File: src/rtl/uart_rx_frame_capture.sv
// 16x-oversampled UART receiver with runtime framing config, show-ahead capture
// FIFO (valid/ready drain) and saturating frame/error counters.
module uart_rx_frame_capture #(
  parameter int DIV_W      = 16,
  parameter int FIFO_DEPTH = 8,
  parameter int CNT_W      = 16
) (
  input  logic             sys_clk,
  input  logic             sys_rst,
  input  logic             cfg_en,
  input  logic [DIV_W-1:0] cfg_baud_div,
  input  logic [3:0]       cfg_data_bits,
  input  logic [1:0]       cfg_parity,
  input  logic             cfg_stop2,
  input  logic             rx_i,
  output logic             m_valid,
  input  logic             m_ready,
  output logic [8:0]       m_data,
  output logic             m_par_err,
  output logic             m_frm_err,
  output logic             m_break,
  output logic             busy,
  output logic             overflow,
  input  logic             clr_status,
  output logic [CNT_W-1:0] frame_cnt,
  output logic [CNT_W-1:0] err_cnt
);

  localparam int AW = $clog2(FIFO_DEPTH);
  localparam logic [AW:0] PTR_ONE = 1;

  typedef enum logic [2:0] {IDLE, START, DATA, PARITY, STOP} state_t;
  state_t state, state_nxt;

  logic             sync1, sync2, rx_d, fall;
  logic [DIV_W-1:0] baud_l, div_cnt;
  logic [3:0]       nbits_l, phase, bit_idx;
  logic [1:0]       par_l;
  logic             stop2_l, stop_idx;
  logic             s7, s8, vote, tick, vote_ev, start_det, par_en, frame_done;
  logic [8:0]       data_r;
  logic             par_err_r, frm_err_r, brk_r;
  logic             push_req;
  logic [11:0]      push_entry, head;
  logic [11:0]      mem [FIFO_DEPTH];
  logic [AW:0]      wr_ptr, rd_ptr;
  logic             empty, full, pop, push_ok;

  always_ff @(posedge sys_clk) begin
    if (sys_rst) begin
      sync1 <= 1'b1;
      sync2 <= 1'b1;
      rx_d  <= 1'b1;
    end else begin
      sync1 <= rx_i;
      sync2 <= sync1;
      rx_d  <= sync2;
    end
  end

  assign fall      = rx_d & ~sync2;
  assign busy      = (state != IDLE);
  assign start_det = (state == IDLE) && cfg_en && fall;
  assign tick      = busy && (div_cnt == baud_l);
  assign vote_ev   = tick && (phase == 4'd9);
  assign vote      = (s7 & s8) | (s7 & sync2) | (s8 & sync2);
  assign par_en    = (par_l == 2'd1) || (par_l == 2'd2);

  always_ff @(posedge sys_clk) begin
    if (sys_rst) state <= IDLE;
    else         state <= state_nxt;
  end

  always_comb begin
    state_nxt  = state;
    frame_done = 1'b0;
    unique case (state)
      IDLE:   if (start_det) state_nxt = START;
      START:  if (vote_ev) state_nxt = vote ? IDLE : DATA;
      DATA:   if (vote_ev && (bit_idx == nbits_l - 4'd1)) state_nxt = par_en ? PARITY : STOP;
      PARITY: if (vote_ev) state_nxt = STOP;
      STOP: begin
        if (vote_ev && (!stop2_l || stop_idx)) begin
          state_nxt  = IDLE;
          frame_done = 1'b1;
        end
      end
      default: state_nxt = IDLE;
    endcase
    // Disabling mid-frame aborts, overriding any frame completion on the same cycle.
    if (busy && !cfg_en) begin
      state_nxt  = IDLE;
      frame_done = 1'b0;
    end
  end

  always_ff @(posedge sys_clk) begin
    if (sys_rst) begin
      baud_l    <= '0;
      nbits_l   <= 4'd8;
      par_l     <= '0;
      stop2_l   <= 1'b0;
      div_cnt   <= '0;
      phase     <= '0;
      bit_idx   <= '0;
      stop_idx  <= 1'b0;
      s7        <= 1'b1;
      s8        <= 1'b1;
      data_r    <= '0;
      par_err_r <= 1'b0;
      frm_err_r <= 1'b0;
      brk_r     <= 1'b0;
    end else if (start_det) begin
      baud_l    <= cfg_baud_div;
      nbits_l   <= (cfg_data_bits >= 4'd5 && cfg_data_bits <= 4'd9) ? cfg_data_bits : 4'd8;
      par_l     <= cfg_parity;
      stop2_l   <= cfg_stop2;
      div_cnt   <= '0;
      phase     <= '0;
      bit_idx   <= '0;
      stop_idx  <= 1'b0;
      data_r    <= '0;
      par_err_r <= 1'b0;
      frm_err_r <= 1'b0;
      brk_r     <= 1'b0;
    end else if (busy) begin
      if (tick) begin
        div_cnt <= '0;
        phase   <= phase + 4'd1;
        if (phase == 4'd7) s7 <= sync2;
        if (phase == 4'd8) s8 <= sync2;
      end else begin
        div_cnt <= div_cnt + DIV_W'(1);
      end
      if (vote_ev) begin
        unique case (state)
          DATA: begin
            data_r[bit_idx] <= vote;
            bit_idx         <= bit_idx + 4'd1;
          end
          PARITY: par_err_r <= ((^data_r) ^ vote) != (par_l == 2'd1);
          STOP: begin
            if (!stop_idx) brk_r <= (data_r == '0) && !vote;
            frm_err_r <= frm_err_r | ~vote;
            stop_idx  <= 1'b1;
          end
          default: ;
        endcase
      end
    end else begin
      div_cnt <= '0;
    end
  end

  // The final stop vote is folded in here since its register update lands too late.
  always_ff @(posedge sys_clk) begin
    if (sys_rst) begin
      push_req   <= 1'b0;
      push_entry <= '0;
    end else begin
      push_req <= frame_done;
      if (frame_done)
        push_entry <= {stop_idx ? brk_r : ((data_r == '0) && !vote),
                       frm_err_r | ~vote, par_err_r, data_r};
    end
  end

  assign empty   = (wr_ptr == rd_ptr);
  assign full    = (wr_ptr[AW] != rd_ptr[AW]) && (wr_ptr[AW-1:0] == rd_ptr[AW-1:0]);
  assign pop     = !empty && m_ready;
  assign push_ok = push_req && (!full || pop);
  assign head    = mem[rd_ptr[AW-1:0]];
  assign m_valid = !empty;
  assign {m_break, m_frm_err, m_par_err, m_data} = m_valid ? head : '0;

  always_ff @(posedge sys_clk) begin
    if (push_ok) mem[wr_ptr[AW-1:0]] <= push_entry;
  end

  always_ff @(posedge sys_clk) begin
    if (sys_rst) begin
      wr_ptr    <= '0;
      rd_ptr    <= '0;
      overflow  <= 1'b0;
      frame_cnt <= '0;
      err_cnt   <= '0;
    end else begin
      if (push_ok) wr_ptr <= wr_ptr + PTR_ONE;
      if (pop)     rd_ptr <= rd_ptr + PTR_ONE;
      if (clr_status) begin
        overflow  <= 1'b0;
        frame_cnt <= '0;
        err_cnt   <= '0;
      end else if (push_req) begin
        if (full && !pop)        overflow  <= 1'b1;
        if (frame_cnt != '1)     frame_cnt <= frame_cnt + CNT_W'(1);
        if ((|push_entry[11:9]) && (err_cnt != '1)) err_cnt <= err_cnt + CNT_W'(1);
      end
    end
  end

endmodule

File: config.mk
export PLATFORM = sky130hd
export DESIGN_NAME = uart_rx_frame_capture
export DESIGN_NICKNAME = d
export VERILOG_FILES = /design/src/rtl/uart_rx_frame_capture.sv
export SDC_FILE = /design/constraint.sdc
export NUM_CORES = 1
export LEC_CHECK = 0
export ABC_CLOCK_PERIOD_IN_PS = 2400
export CELL_PAD_IN_SITES_DETAIL_PLACEMENT = 0
export CELL_PAD_IN_SITES_GLOBAL_PLACEMENT = 2
export CORE_MARGIN = 8
export CORE_UTILIZATION = 35
export CTS_CLUSTER_DIAMETER = 30
export DETAILED_ROUTE_END_ITERATION = 12
export PLACE_DENSITY_LB_ADDON = 0.05
export SLEW_MARGIN = 20
export SYNTH_ARGS = -nofsm -noshare
export SYNTH_HDL_FRONTEND = slang
export SYNTH_SLANG_ARGS = --single-unit
File: constraint.sdc
create_clock -name sys_clk -period 2.4 [get_ports sys_clk]
set_clock_uncertainty 0.05 [all_clocks]
set_input_delay 0.24 -clock sys_clk [delete_from_list [all_inputs] [get_ports sys_clk]]
set_output_delay 0.24 -clock sys_clk [all_outputs]
set_load 0.1 [all_outputs]
; Yosys cells after proc, flatten, opt, wreduce, memory -nomap -nowiden
; Memories as Yosys holds them, arrays and structs flattened. A register that Yosys moved wholly into a read port is not among the register bits.
; Index checks and enable logic that the tools add are counted.
[totals]
out_inout_bits = 47
mem_count = 1
ff_bits = 122
ramBits = 96
[mem_list]
columns = name, words, word_bits, read_ports, rd_ports_with_merged_regs, wr, line_no
row1 = mem, 8, 12, 1, 1, 1, 45  ; logic [11:0] mem [FIFO_DEPTH];
[op_classes]
reduce_logical = 43
eq_ne = 22
mux = 21
addsub = 8
n_lt_le_gt_ge = 4
n_bitwise = 12
[ops]
columns = operator, n
row1 = $add 16x1->16 const B, 3
row2 = $ne 16x16->1 const B, 2
row3 = $mux 3, 8
row4 = $add 4x1->4 const B, 4
row5 = $eq 16x16->1, 1
row6 = $logic_and 1x1->1, 15
row7 = $pmux 3 s5, 1
row8 = $mux 12, 1
row9 = $ne 2x2->1 const B, 5
row10 = $bwmux 9, 1
row11 = $logic_not 9->1, 1
row12 = $reduce_and 3->1, 3
row13 = $reduce_xor 9->1, 1
row14 = $eq 4x4->1, 2
row15 = $eq 4x4->1 const B, 2
row16 = $reduce_and 2->1, 4
row17 = $reduce_and 4->1, 2
row18 = $mux 1, 7
row19 = $eq 3x2->1 const B, 2
row20 = $logic_not 1->1, 6
row21 = $reduce_or 2->1, 3
row22 = $lt 4x5->1 const B, 1
row23 = $reduce_and 5->1, 1
row24 = $and 1x1->1, 4
row25 = other kinds (22), 30

; Logic depth before layout (Yosys ltp)
; Gate-level depths: netlist of the first run.
[depth]
word_depth = 7
mapped_depth = 8
ltp_nobuf = 7

; Least setup slack after synthesis of the first run
; Ideal clock, no wire load.
[synth_path]
path_kind = register -> output
start = register with a tool-made name
end = output port m_data[3]
path_slack_ns = -0.396
required_ns = 2.110
path_stages_with_launch = 6
arrival_time_ns = 2.506
cell_sequence = dfxtp_1 clkbuf_1 buf_2 mux4_2 mux2i_1 nor2_1
[synth_lines]
columns = element, line_no
row1 = end: declaration, 18  ; output logic [8:0] m_data,

==> results.sh, run 1 <==
export IMPL_status="completed"
export IMPL_rsz0062_at_grt="true"
export IMPL_fin_crit_ns=2.36
export IMPL_regArea_um2=5430
export IMPL_die_y_um=179
export IMPL_vias=6418
export IMPL_worstPathArrival_ns=2.07
export IMPL_p_clk_share_pct=64.9
export IMPL_gp_congestion=0.775
export IMPL_drive_above_1_share_pct=25.8
export IMPL_yosys_warnings=0
export IMPL_seq_area_frac_synth_pct=57.6
export IMPL_slew_viol_final=0
export IMPL_postCtsHoldBufs=0
export IMPL_fin_ws_ns=0.0407
export IMPL_grt_max_degree=34
export IMPL_slowest_stage="mux4_2"
export IMPL_yosys_area_top_type="edfxtp_1"
export IMPL_postCtsSetupRepairBufs=0
export IMPL_ys_ff_latch=221
export IMPL_syn_area_um2=9350
export IMPL_hold_violations=0
export IMPL_antenna_found_initial=0
export IMPL_crit_chain="buf_16 -> mux4_2 -> mux2i_2 -> nor2_2 -> buf_12"
export IMPL_detail_route_vias_per_cell=4.80
export IMPL_drc_errors=0
export IMPL_crit_fanout=12
export IMPL_syn_area_per_cell_um2=11.5
export IMPL_required_ns=2.11
export IMPL_wl_mm=21.9
export IMPL_final_nets=998
export IMPL_slew_headroom_pct=52.6
export IMPL_antenna_left=0
export IMPL_first_pass_iters=4
export IMPL_root_buffer="clkbuf_16"
export IMPL_clkLatencyLatePin_ns=0.53
export IMPL_grt_pass1_wl_mm=36.2
export IMPL_cpPeakStageDelay_ns=0.52
export IMPL_n_antenna_cell=0
export IMPL_synth_top_cells_by_area="edfxtp_1 31%, dfxtp_1 27%, mux4_2 5.8%"
export IMPL_combPwrFrac_pct=1.7
export IMPL_clockBufferDepth=3
export IMPL_cts_num_sinks=221
export IMPL_power_density_nw_per_um2=916
export IMPL_post_dp_hpwl_mm=14.8
export IMPL_rows=60
export IMPL_setup_viol=0
export IMPL_ir_drop_v=0.000581
export IMPL_cts_tree="yes"
export IMPL_pin_count=76
export IMPL_synth_edf_count=96
export IMPL_post_route_util_pct=48.4
export IMPL_worst_setup_path_type="reg -> out"
export IMPL_path_clk_slew_ns=0.04
export IMPL_portBuffers=75
export IMPL_grt_pass1_vias=6886
export IMPL_switchingPower_mw=2.28
export IMPL_fp_dieW_um=179
export IMPL_grt_overflow=0
export IMPL_worst_pin_slew_ns=0.705
export IMPL_critPathCaptureType="primary output"
export IMPL_total_leakage_power_nw=4.63
export IMPL_async_flop_share_pct=0
export IMPL_area_delta_synth_final_pct=37.4
export IMPL_max_freq_mhz=424
export IMPL_final_period_utilization_pct=98.3
export IMPL_drt_iter0_drc=385
export IMPL_p_int_mw=9.49
export IMPL_core_um2=26600
export IMPL_cts_buffers_inserted=55
export IMPL_start_util_pct=35.2
export IMPL_htreeDepth=2
export IMPL_hold_path_class="in -> reg"
export IMPL_p_sw_share_pct=19.4
export IMPL_grt_usage_pct=13.6
export IMPL_synth_cells=815
export IMPL_syn_num_nets=862
export IMPL_fin_area_um2=12800
export IMPL_power_frac_seq_pct=33.4
export IMPL_holdWs_ns=0.0535
export IMPL_start_kind="flop"
export IMPL_pre_cts_slack_ns=0.0918
export IMPL_synth_top_area_share_pct=30.8
export IMPL_ys_types=49
export IMPL_dieArea_um2=32200
export IMPL_placed_cell_area_um2=10800
export IMPL_wl_per_cell_um=16.4
export IMPL_cap_violations=0
export IMPL_multi_input_area_um2=3790
export IMPL_nFillCells=2413
export IMPL_synth_flop_cell="dfxtp_1"
[cells in the final DEF, fill, tap and decap left out, types with 31 or more instances in the layout]
cell	instances
nand2_1	75
nand3_1	34
buf_4	63
xor2_1	48
a21oi_1	31
mux2i_1	35
dfxtp_1	96
xnor2_1	36
nor2_1	105
edfxtp_1	96
clkbuf_16	56
[per-layer routing]
| layer | routed length [um] | vias up | GRT usage [%] | share of wire, % |
|---|---|---|---|---|
| met5 | 0 | - | 0 | 0 |
| met4 | 378 | 0 | 4.17 | 1.7 |
| met3 | 1140 | 38 | 3.35 | 5.2 |
| met2 | 10700 | 128 | 23.3 | 49 |
| met1 | 9670 | 3079 | 16.7 | 44 |
| li1 | - | 3173 | - | - |
[cell families (layout without fill, tap and decap cells)]
group                    after synthesis  after routing  synth area share [%]
XOR/XNOR                              84             84                  7.87
AND/OR/NAND/NOR                      308            308                  15.4
multiplexers                          64             64                  10.1
flip-flops                           221            221                  57.6
buffers and inverters                 59            240                  2.57
adder cells (fa/ha/maj)               19             19                  2.52
AO/OA/AOI/OAI                         60             60                  3.99
[sequential cells by signal, summed over array words and instances, names as in the netlist, 9 cells and up, named ones only]
register    flops
frame_cnt      16
err_cnt        16
baud_l         16
mem            96
data_r          9
push_entry     12
div_cnt        16
[cell type report]
cell class	count	area share, %
well taps	341	3.32
multi-input cells	535	29.5
clock buffers	69	11.8
flip-flops and latches	221	42.2
clock inverters	33	3.40
inverters	27	0.789
repair buffers	111	8.97
[power by group through the flow]
stage          clock network, mW  registers, mW  logic, mW
6_report                    7.64           3.93      0.204
5_1_grt                     8.01           3.93      0.228
4_1_cts                     7.79           3.93      0.209
3_5_place_dp                   0           4.00      0.207
3_3_place_gp                   0           4.00      0.207
2_1_floorplan                  0           3.99      0.118
[metrics by stage]
stage	power (mW)	cells	TNS, ns
6_report	11.8	1337	0
5_1_grt	12.2	1337	-0.332
4_1_cts	11.9	1336	-0.113
3_5_place_dp	4.21	1233	0
3_3_place_gp	4.20	1233	0
2_1_floorplan	4.11	815	0
[final timing paths]
path | from | end | slack [ns] | cells past startpoint
worst min-delay path | sys_rst | nbits_l[0] | 0.05 | 2
worst max register to register | div_cnt[11] | s7 | 0.21 | 7
worst min register to register | sync1 | sync2 | 0.36 | 1
worst max-delay path | flop | m_data[6] | 0.04 | 5
[Yosys cell counts, drive strengths merged (5+ instances only)]
library cell and count:
a21oi 31, and3 6, buf 7, clkbuf 25
dfxtp 125, edfxtp 96, ha 18, inv 27
mux2i 39, mux4 24, nand2 75, nand2b 6
nand3 34, nand4 14, nor2 117, nor3 17
nor4 13, o21ai 13, or2 5, or3 7
xnor2 36, xor2 48
[worst max-delay path: cells and delay by family, from the launching register on]
family | cells | cell delay (ns)
multiplexers | 2 | 0.71
flip-flops | 1 | 0.41
buffers and inverters | 2 | 0.35
AND/OR/NAND/NOR | 1 | 0.07
[what timing repair did]
item                                    CTS  global route
resized for setup                         8             7
cloned                                    1             1
pin swaps                                 0             2
endpoints found under the setup margin   13            14
No activity file was read; power rests on OpenSTA's default activity.
==> run 2, diff against run 1 <==
ABC_CLOCK_PERIOD_IN_PS = 2610   (was 2400)
clock period = 2.61 ns   (was 2.4 ns; I/O delays follow)
==> results.sh, run 2 (synthesis results as in run 1) <==
export IMPL_status="completed"
export IMPL_switchingPower_mw=2.17
export IMPL_timing_rr_end="state[1]"
export IMPL_core_um2=26600
export IMPL_cpPeakStageDelay_ns=0.55
export IMPL_drt_iter0_drc=401
export IMPL_portBuffers=75
export IMPL_wl_per_cell_um=16.3
export IMPL_p_clk_share_pct=66.0
export IMPL_slowest_stage="mux4_2"
export IMPL_start_kind="flop"
export IMPL_p_sw_share_pct=19.4
export IMPL_power_frac_seq_pct=32.3
export IMPL_final_period_utilization_pct=94.4
export IMPL_p_int_mw=9.00
export IMPL_grt_pass1_wl_mm=35.8
export IMPL_grt_overflow=0
export IMPL_wl_mm=21.7
export IMPL_htreeDepth=2
export IMPL_drive_above_1_share_pct=22.8
export IMPL_hold_path_class="in -> reg"
export IMPL_die_y_um=179
export IMPL_reg2reg_slack_ns=0.22
export IMPL_slew_headroom_pct=52.1
export IMPL_vias=6415
export IMPL_dieArea_um2=32200
export IMPL_worstPathArrival_ns=2.15
export IMPL_start_util_pct=35.2
export IMPL_dp_cells=1227
export IMPL_power_mw=11.2
export IMPL_first_pass_iters=4
export IMPL_rsz0062_at_grt="false"
export IMPL_mostFrequentLayoutCell="dfxtp_1"
export IMPL_cp_common_cell="buf_12"
export IMPL_hold_violations=0
export IMPL_antenna_left=0
export IMPL_critical_path_buf_inv_count=2
export IMPL_combPwrFrac_pct=1.7
export IMPL_gp_congestion=0.772
export IMPL_crit_chain="buf_12 -> mux4_2 -> mux2i_2 -> nor2_2 -> buf_12"
export IMPL_slew_viol_final=0
export IMPL_cap_violations=0
export IMPL_holdWs_ns=0.178
export IMPL_r2r_start="div_cnt[7]"
export IMPL_holdPathEnd="push_entry[8]"
export IMPL_required_ns=2.30
export IMPL_post_dp_hpwl_mm=14.6
export IMPL_fp_dieW_um=179
export IMPL_critPathCaptureType="primary output"
export IMPL_tns_ns=0
export IMPL_clkLatencyLatePin_ns=0.54
export IMPL_clockBufferDepth=3
export IMPL_rows=60
export IMPL_max_freq_mhz=406
export IMPL_layout_common_cells="119 x dfxtp_1, 105 x nor2_1, 96 x edfxtp_1"
export IMPL_area_delta_synth_final_pct=36.3
export IMPL_drc_errors=0
export IMPL_grt_max_degree=34
export IMPL_postCtsHoldBufs=0
export IMPL_largest_reg_flops=96
export IMPL_final_nets=989
export IMPL_power_density_nw_per_um2=877
export IMPL_total_leakage_power_nw=4.41
export IMPL_cts_buffers_inserted=54
export IMPL_pin_count=76
export IMPL_ir_drop_v=0.000594
export IMPL_cp_top_family="multiplexers"
export IMPL_min_from="sys_rst"
export IMPL_grt_pass1_vias=6784
export IMPL_cts_num_sinks=221
export IMPL_postCtsSetupRepairBufs=0
export IMPL_n_antenna_cell=0
export IMPL_cts_tree="yes"
export IMPL_crit_fanout=24
export IMPL_detail_route_vias_per_cell=4.83
export IMPL_grt_usage_pct=13.4
export IMPL_setup_viol=0
export IMPL_worst_pin_slew_ns=0.709
export IMPL_fin_crit_ns=2.46
export IMPL_final_cells=1329
export IMPL_worst_setup_path_type="reg -> out"
export IMPL_worst_r2r_path_depth=7
export IMPL_antenna_found_initial=0
export IMPL_holdPathStages=3
export IMPL_root_buffer="clkbuf_16"
export IMPL_path_clk_slew_ns=0.05
## run 2: routing by layer
metal	global-route usage, %	wire [um]
met1	16.1	9450
met2	23.3	10800
met3	3.23	1030
met4	4.53	382
met5	0	0
## run 2: worst max path at each step
stage	endpoint	slack (ns)	cells past startpoint
after global placement	state[1]	0.30	7
after global routing	m_break	0.004	5
after floorplan	frame_cnt[14]	0.02	5
after detailed placement	state[1]	0.20	7
final	m_data[0]	0.15	5
after CTS	m_data[1]	0.04	5
## run 2: power groups by stage
| stage | clock network, mW | logic [mW] | registers (mW) |
|---|---|---|---|
| after floorplan | 0 | 0.108 | 3.67 |
| after global placement | 0 | 0.192 | 3.68 |
| after detailed placement | 0 | 0.194 | 3.68 |
| after CTS | 7.53 | 0.195 | 3.61 |
| after global routing | 7.71 | 0.210 | 3.61 |
| final | 7.37 | 0.189 | 3.61 |
## run 2: per-stage QoR
step	instance area, um^2	worst slack, ns	util [%]
2_1_floorplan	9390	0.0242	-
3_3_place_gp	10700	0.296	40.2
3_5_place_dp	10700	0.205	40.2
4_1_cts	12700	0.0418	47.9
5_1_grt	12700	0.00446	48.0
6_report	12700	0.147	48.0
## run 2: repair_timing
item	CTS	global route
hold endpoints to repair	0	0
endpoints found under the setup margin	0	2
resized for setup	0	2
## run 2: final cells by class
class                   instances  area (um^2)
fillers                      2392        13800
repair buffers                103         1010
flip-flops and latches        221         5390
well taps                     341          427
multi-input cells             535         3760
clock buffers                  63         1480
inverters                      27          101
clock inverters                39          572
## run 2: worst register-to-register path: cells and delay by family, from the launching register on
family                 cells  cell delay (ns)
AND/OR/NAND/NOR            3             0.37
buffers and inverters      1             0.21
flip-flops                 1             0.47
multiplexers               1             0.40
AO/OA/AOI/OAI              1             0.57
XOR/XNOR                   1             0.21
==> run 3, diff against run 2 <==
CTS_CLUSTER_DIAMETER = not set   (was 30)
SKIP_CTS_REPAIR_TIMING = 1   (was not set)
==> results.sh, run 3 (synthesis results as in run 1) <==
export IMPL_htreeDepth=1
export IMPL_wl_per_cell_um=16.5
export IMPL_hold_violations=0
export IMPL_status="completed"
export IMPL_gp_congestion=0.772
export IMPL_worstPathArrival_ns=2.15
export IMPL_final_nets=960
export IMPL_nFillCells=2510
export IMPL_worst_pin_slew_ns=0.717
export IMPL_tns_ns=0
export IMPL_drive_above_1_share_pct=17.9
export IMPL_post_dp_hpwl_mm=14.6
export IMPL_fp_dieW_um=179
export IMPL_wl_mm=21.0
export IMPL_hold_path_class="in -> reg"
export IMPL_fin_crit_ns=2.46
export IMPL_rows=60
export IMPL_antenna_found_initial=0
export IMPL_cp_common_cell="buf_12"
export IMPL_required_ns=2.30
export IMPL_worst_r2r_path_depth=7
export IMPL_holdWs_ns=0.204
export IMPL_cts_tree="yes"
export IMPL_ir_drop_v=0.000456
export IMPL_drc_errors=0
export IMPL_detail_route_vias_per_cell=4.87
export IMPL_root_buffer="clkbuf_16"
export IMPL_critical_path_buf_inv_count=2
export IMPL_grt_pass1_wl_mm=34.9
export IMPL_vias=6198
export IMPL_critPathCaptureType="primary output"
export IMPL_critical_path_depth=5
export IMPL_max_freq_mhz=406
export IMPL_slowest_stage="mux4_2"
export IMPL_cts_buffers_inserted=25
export IMPL_clockBufferDepth=3
export IMPL_crit_chain="buf_12 -> mux4_2 -> mux2i_2 -> nor2_2 -> buf_12"
export IMPL_dp_cells=1227
export IMPL_post_route_util_pct=43.5
export IMPL_first_pass_iters=4
export IMPL_largest_reg_flops=96
export IMPL_start_kind="flop"
export IMPL_dieArea_um2=32200
export IMPL_total_leakage_power_nw=3.84
export IMPL_power_density_nw_per_um2=641
export IMPL_die_y_um=179
export IMPL_r2r_start="div_cnt[7]"
export IMPL_worst_setup_path_type="reg -> out"
export IMPL_holdPathStages=3
export IMPL_cp_top_family="multiplexers"
export IMPL_path_clk_slew_ns=0.06
export IMPL_grt_pass1_vias=6495
export IMPL_n_antenna_cell=0
export IMPL_final_period_utilization_pct=94.3
export IMPL_antenna_left=0
export IMPL_slew_headroom_pct=51.6
export IMPL_layout_common_cells="119 x dfxtp_1, 105 x nor2_1, 96 x edfxtp_1"
export IMPL_placed_cell_area_um2=10700
export IMPL_regArea_um2=5390
export IMPL_cap_violations=0
export IMPL_portBuffers=75
export IMPL_cts_num_sinks=221
export IMPL_area_delta_synth_final_pct=23.5
export IMPL_final_cells=1273
export IMPL_reg2reg_slack_ns=0.22
export IMPL_mostFrequentLayoutCell="dfxtp_1"
export IMPL_slew_viol_final=0
export IMPL_min_from="sys_rst"
export IMPL_crit_path_end="m_data[0]"
export IMPL_rsz0062_at_grt="false"
export IMPL_grt_overflow=0
export IMPL_fin_area_um2=11500
export IMPL_core_um2=26600
export IMPL_multi_input_area_um2=3760
export IMPL_crit_fanout=24
export IMPL_grt_max_degree=34
export IMPL_clkLatencyLatePin_ns=0.52
export IMPL_drt_iter0_drc=386
export IMPL_setup_viol=0
export IMPL_start_util_pct=35.2
export IMPL_timing_rr_end="state[1]"
export IMPL_pin_count=76
export IMPL_cpPeakStageDelay_ns=0.54
export IMPL_grt_usage_pct=13.0
-- run 3: per-layer routing --
metal / track usage [%] / part of all wire (%)
met4: 3.17 / 1.6
met1: 16.0 / 45
met2: 23.2 / 50
met3: 2.36 / 3.9
met5: 0 / 0
-- run 3: how the worst min path moves through the flow --
stage	end	slack (ns)
after floorplan	sync1	0.31
after global placement	sync2	0.35
after detailed placement	sync2	0.36
after CTS	rd_ptr[0]	0.20
after global routing	par_l[0]	0.20
final	wr_ptr[2]	0.20
-- run 3: power breakdown --
group | internal (mW) | switching, mW | leakage (nW)
clock | 2.26 | 1.36 | 0.415
combinational | 0.0794 | 0.110 | 1.72
sequential | 3.59 | 0.0121 | 1.71
-- run 3: final cells by class --
class | count | share of cell area [%]
flip-flops and latches | 221 | 46.7
multi-input cells | 535 | 32.6
repair buffers | 103 | 8.77
clock buffers | 31 | 5.61
well taps | 341 | 3.69
clock inverters | 15 | 1.79
inverters | 27 | 0.877
-- run 3: stage by stage --
step                      setup WS [ns]  total power [mW]
after floorplan                  0.0242              3.78
after global placement            0.296              3.87
after detailed placement          0.205              3.87
after CTS                        0.0463              7.54
after global routing             0.0134              7.71
final                             0.150              7.41
-- run 3: worst register-to-register path, delay by kind of cell, from the launching register on --
family	cells	cell delay (ns)
compound gates	1	0.58
xor+xnor	1	0.21
buf+inv	1	0.21
flops	1	0.47
mux	1	0.40
simple gates	3	0.37
